## src/rtl/prog_loader.sv

```systemverilog
// Byte-stream program loader for the 16-bit core: assembles {hi,lo} words into a
// 16x128 program RAM, validates an XOR checksum, then serves instruction fetches.
module prog_loader #(
  parameter int DEPTH  = 128,
  parameter int ADDR_W = 7
) (
  input  logic              clk,
  input  logic              rst,
  input  logic [7:0]        byte_in,
  input  logic              byte_valid,
  output logic              byte_ready,
  input  logic              reload,
  input  logic [ADDR_W-1:0] pc,
  input  logic              ram_read_en,
  output logic [15:0]       instr,
  output logic              start,
  output logic              loading,
  output logic              load_done,
  output logic              load_err,
  output logic [7:0]        word_count
);

  typedef enum logic [2:0] {
    S_IDLE,
    S_RECV_HI,
    S_RECV_LO,
    S_CHECK,
    S_DONE,
    S_ERROR
  } state_t;

  localparam logic [8:0] DEPTH_L = 9'(DEPTH);

  state_t      state_reg, state_next;
  logic [7:0]  ptr_reg;
  logic [7:0]  acc_reg;
  logic [7:0]  hi_reg;
  logic [7:0]  word_count_reg;
  logic        start_reg;
  logic [15:0] instr_reg;
  logic [15:0] mem [DEPTH];

  logic accept;
  logic count_ok;
  logic last_word;
  logic csum_ok;
  logic fetch_hit;

  assign accept    = byte_valid && byte_ready;
  assign count_ok  = (byte_in != 8'd0) && ({1'b0, byte_in} <= DEPTH_L);
  assign last_word = (ptr_reg + 8'd1) == word_count_reg;
  assign csum_ok   = byte_in == acc_reg;
  // Words past the last legal count are stale leftovers and must read as zero.
  assign fetch_hit = (state_reg == S_DONE) && (8'(pc) < word_count_reg);

  assign byte_ready = (state_reg == S_IDLE) || (state_reg == S_RECV_HI) ||
                      (state_reg == S_RECV_LO) || (state_reg == S_CHECK);
  assign loading    = (state_reg == S_RECV_HI) || (state_reg == S_RECV_LO) ||
                      (state_reg == S_CHECK);
  assign load_done  = state_reg == S_DONE;
  assign load_err   = state_reg == S_ERROR;
  assign start      = start_reg;
  assign instr      = instr_reg;
  assign word_count = word_count_reg;

  always_ff @(posedge clk or posedge rst) begin
    if (rst) state_reg <= S_IDLE;
    else     state_reg <= state_next;
  end

  always_comb begin
    state_next = state_reg;
    case (state_reg)
      S_IDLE:    if (accept) state_next = count_ok ? S_RECV_HI : S_ERROR;
      S_RECV_HI: if (accept) state_next = S_RECV_LO;
      S_RECV_LO: if (accept) state_next = last_word ? S_CHECK : S_RECV_HI;
      S_CHECK:   if (accept) state_next = csum_ok ? S_DONE : S_ERROR;
      S_DONE:    if (reload) state_next = S_IDLE;
      S_ERROR:   if (reload) state_next = S_IDLE;
      default:   state_next = S_IDLE;
    endcase
  end

  always_ff @(posedge clk or posedge rst) begin
    if (rst) begin
      ptr_reg        <= 8'd0;
      acc_reg        <= 8'd0;
      hi_reg         <= 8'd0;
      word_count_reg <= 8'd0;
      start_reg      <= 1'b0;
    end else begin
      start_reg <= 1'b0;
      if (accept) begin
        case (state_reg)
          S_IDLE: begin
            if (count_ok) begin
              word_count_reg <= byte_in;
              ptr_reg        <= 8'd0;
              acc_reg        <= 8'd0;
            end
          end
          S_RECV_HI: begin
            hi_reg  <= byte_in;
            acc_reg <= acc_reg ^ byte_in;
          end
          S_RECV_LO: begin
            acc_reg <= acc_reg ^ byte_in;
            ptr_reg <= ptr_reg + 8'd1;
          end
          S_CHECK: start_reg <= csum_ok;
          default: ;
        endcase
      end
    end
  end

  // RAM has no reset so it maps onto block RAM; contents survive reset and reload.
  always_ff @(posedge clk) begin
    if (accept && (state_reg == S_RECV_LO))
      mem[ptr_reg[ADDR_W-1:0]] <= {hi_reg, byte_in};
  end

  always_ff @(posedge clk or posedge rst) begin
    if (rst) begin
      instr_reg <= 16'h0000;
    end else if (ram_read_en) begin
      instr_reg <= fetch_hit ? mem[pc] : 16'h0000;
    end
  end

endmodule

```

## config.mk

```make
export PLATFORM = sky130hd
export DESIGN_NAME = prog_loader
export DESIGN_NICKNAME = d
export VERILOG_FILES = /design/src/rtl/prog_loader.sv
export SDC_FILE = /design/constraint.sdc
export NUM_CORES = 2
export LEC_CHECK = 0
export CORE_UTILIZATION = 42
export DETAILED_ROUTE_END_ITERATION = 16
export GPL_TIMING_DRIVEN = 0
export PLACE_DENSITY_LB_ADDON = 0.12
export SLEW_MARGIN = 20
export SYNTH_ARGS = -nofsm -noshare
export SYNTH_HDL_FRONTEND = slang
export SYNTH_SLANG_ARGS = --single-unit
```

## constraint.sdc

```tcl
create_clock -name clk -period 3.6 [get_ports clk]
set_input_delay 0.54 -clock clk [delete_from_list [all_inputs] [get_ports clk]]
set_output_delay 0.54 -clock clk [all_outputs]
set_load 0.02 [all_outputs]
```

==> summary by stage <==
Drt
The wire length per cell after detailed routing is 48.6 um. The number of remaining DRC errors is 0. The detailed router finished its first iteration with 8,677 violations. The via total after detailed routing is 48,500. The number of nets with antenna violations after routing is 0. Dividing the detail-routed via count by the number of cells gives 6.64. The final layout contains routed wiring with a total length of 355,000 um. Before antenna repair, the detailed router went through 6 iterations.

Setup path
STA classifies the critical path endpoint as a register. Data on the critical path arrives at its endpoint at 4600 ps. The largest driver fanout on the critical path is 10.

The required time reported for the critical path endpoint is 4340 ps. The setup path with the least slack is of type in2reg. The element type at the critical path start is an input port.

Hold path
The min-delay analysis places its worst path in the category in2reg.

Timing
The number of max-slew violations in the final report is 0. At the pin with the least slew margin, the transition time is 1250 ps. Timing would allow up to 0.259 GHz. Counting I/O delays and the setup requirement, the final critical path takes 3860 ps. The final number of setup-violating endpoints is 128. Setup repair after global routing could not meet its margin everywhere.

Headroom to the max-slew limit came out at 16.6%. The worst clock skew is 53.7 ps. The hold violation total from the final report is 0. The worst setup margin is -258 ps. The final critical path takes up 107% of the cycle.

Logic synthesis
After synthesis, flip-flops and latches occupy 76.3% of the total area. The synthesized netlist cell count is 4,038. The most used flip-flop cell after synthesis is sky130_fd_sc_hd__edfxtp_1. In this run, distinct cell masters in the synthesized netlist total 72. After synthesis, the mean cell area works out to 20.4 sq um. After synthesis the netlist holds a flip-flop and latch count of 2,100. The number of nets in the synthesized netlist is 4,065. Of all flip-flops after synthesis, the portion carrying an async set or reset was 2.48%. The number of enable flip-flop cells after synthesis is 2,048. The mapped cell area is 82,300 sq um. The Yosys step of the flow raised 0 warnings.

Clock network
The TritonCTS clock tree is done. The clock input transition at the sequential cells of the worst setup and hold paths is 60 ps. The number of H-tree levels is 4. The latest clock arrival within the worst-skew pair is 890 ps.

Buffers inserted during clock tree synthesis total 219. The buffer depth of the longest clock path is 3. The clock drives 2,100 sinks. The root buffer cell is sky130_fd_sc_hd__clkbuf_16.

Global route
The pin count of the biggest net entering global routing is 93. The global-route wire length before repair is 453,000 um. For this run the aggregate overflow at the end of global routing stands at 0. The via count of the first global-routing pass is 45,200. Global routing used 35.7% of the available tracks across all layers.

The number of antenna violations at the first check in global routing came to 34.

Final layout
The register with the most flip-flops in the layout has 2,048 of them. The layout cell share with drive strength beyond 1 is 27.7%. The area added between synthesis and finish is 19.8%. The number of nets in the layout is 4,518. The count of non-filler cells in the finished layout is 7,304.

Place
In this run the tool buffered the top-level ports with 47 buffer cells. The detailed placement HPWL is 232,000 um. Before CTS, the worst setup slack after placement is -3090 ps. The last weighted congestion value of the routability-driven placer is 1.04. The placed cell count is 6,838.

Status
The checks that failed: setup timing. The run finished, with violations left.

Die
In this run the standard cell core region covers 195,000 sq um. The number of core rows is 162. The die boundary height is 445 um.

The initial core utilization is 42.2%. The die is 445 um wide. The number of I/O pins is 49. The die outline area is 198,000 sq um.

Power
The leakage power is 31.6 nW. VDD sags by at most 0.495 mV. The power per standard cell area is 597 nW/um^2.

Run
The count of maximum capacitance violations is 0.
==> cells by family after synthesis <==
logic type	share of synthesized area, %
muxes	14.5
adders and majority gates	0.106
buffers and inverters	2.00
and+or+nand+nor	2.57
AOI/OAI and AO/OA	4.24
xor gates and xnor gates	0.234
DFF	76.3
==> where the power goes <==
part | switching [mW] | internal, mW | total (mW)
clock network | 9.78 | 12.5 | 22.3
registers | 0.684 | 28.9 | 29.6
logic | 5.09 | 1.93 | 7.02
==> critical path, stage by stage <==
cell	delay, ps
sky130_fd_sc_hd__clkdlybuf4s15_2	470
sky130_fd_sc_hd__buf_2	410
sky130_fd_sc_hd__buf_4	430
sky130_fd_sc_hd__buf_4	480
sky130_fd_sc_hd__buf_6	410
sky130_fd_sc_hd__nor2_1	160
sky130_fd_sc_hd__a211oi_1	510
sky130_fd_sc_hd__nor4_1	180
sky130_fd_sc_hd__a31oi_1	460
sky130_fd_sc_hd__a21oi_1	190
sky130_fd_sc_hd__o211ai_1	270
==> cells in the final DEF, fill, tap and decap left out, drive strengths merged, types with 42 or more instances in the layout <==
| master | netlist | final |
|---|---|---|
| nand2 | 119 | 119 |
| nand3 | 42 | 42 |
| o21ai | 103 | 103 |
| a22oi | 58 | 58 |
| mux4 | 389 | 389 |
| nor2 | 196 | 196 |
| clkbuf | 86 | 359 |
| mux2i | 286 | 286 |
| buf | 141 | 337 |
| a21oi | 74 | 74 |
| a221oi | 92 | 92 |
| clkinv | 3 | 106 |
| dfrtp | 52 | 52 |
| edfxtp | 2048 | 2048 |
==> through the flow <==
step	power (mW)	setup TNS, ps	instance area, sq um	hold WS [ps]	util, %
2_1_floorplan	32.7	0	82300	459	-
3_3_place_gp	36.4	-6587100	86000	483	44.2
3_5_place_dp	36.8	-1129870	90200	477	46.3
4_1_cts	58.6	-109970	97800	64.9	50.2
5_1_grt	59.8	-185	98500	83.7	50.6
6_report	58.8	-13760	98600	90.9	50.6
==> synth_stat cells (all sizes together), types with 5 or more instances <==
| library cell | instances | area, sq um |
|---|---|---|
| edfxtp | 2048 | 61500 |
| mux4 | 389 | 8760 |
| mux2i | 286 | 2860 |
| nor2 | 196 | 736 |
| buf | 141 | 1250 |
| nand2 | 119 | 447 |
| o21ai | 103 | 515 |
| a221oi | 92 | 850 |
| clkbuf | 86 | 332 |
| a21oi | 74 | 370 |
| a22oi | 58 | 435 |
| dfrtp | 52 | 1300 |
| nand3 | 42 | 210 |
| a221o | 34 | 340 |
| nor2b | 34 | 213 |
| nor3 | 32 | 160 |
| a211oi | 28 | 210 |
| mux2 | 28 | 315 |
| a31oi | 14 | 87.6 |
| o31ai | 14 | 119 |
| inv | 13 | 48.8 |
| nand2b | 12 | 75.1 |
| o22ai | 12 | 75.1 |
| xnor2 | 12 | 105 |
| nand4 | 11 | 68.8 |
| nor4 | 10 | 62.6 |
| xor2 | 10 | 87.6 |
| ha | 7 | 87.6 |
| o211ai | 7 | 52.6 |
| a2111oi | 6 | 55.1 |
| a311oi | 6 | 52.6 |
| and3 | 6 | 37.5 |
| o311ai | 6 | 52.6 |
| and2 | 5 | 31.3 |
| o221ai | 5 | 43.8 |
==> repair_timing <==
action / CTS / global route
endpoints found under the setup margin: 1083 / 967
setup buffers: 17 / 39
pin swaps: 11 / 37
gates resized for setup: 121 / 19
gates cloned: 0 / 0
endpoints found under the hold margin: 16 / 0
hold buffers: 1 / 0
==> worst paths after layout <==
kind / slack, ps / cells past startpoint / start / endpoint
worst max-delay path: -260 / 11 / pc[2] / instr[11]
worst min-delay path: 90 / 1 / byte_in[5] / mem[24][5]
worst max register to register: -250 / 4 / ptr_reg[4] / mem[21][10]
worst min register to register: 490 / 1 / acc_reg[3] / acc_reg[3]
max in group asynchronous: 2560 / 4 / rst / instr[1]
min in group asynchronous: 530 / 3 / rst / state_reg[2]
==> routing by layer <==
layer / GRT usage [%] / vias to the layer above / part of all wire (%)
li1: - / 17800 / -
met1: 46.7 / 25900 / 36
met2: 52.5 / 3864 / 44
met3: 9.78 / 935 / 12
met4: 23.8 / 16 / 8.2
met5: 0.440 / - / 0.086
==> area by class of cell <==
type / count / area, sq um
multi-input cells: 1695 / 19000
clock inverters: 125 / 1100
diodes: 8 / 20.0
repair buffers: 233 / 4500
inverters: 16 / 67.6
plain buffers: 226 / 1940
fillers: 15700 / 96200
clock buffers: 277 / 5790
flip-flops and latches: 2100 / 62800
well taps: 2624 / 3280
No activity file was read; power rests on OpenSTA's default activity.
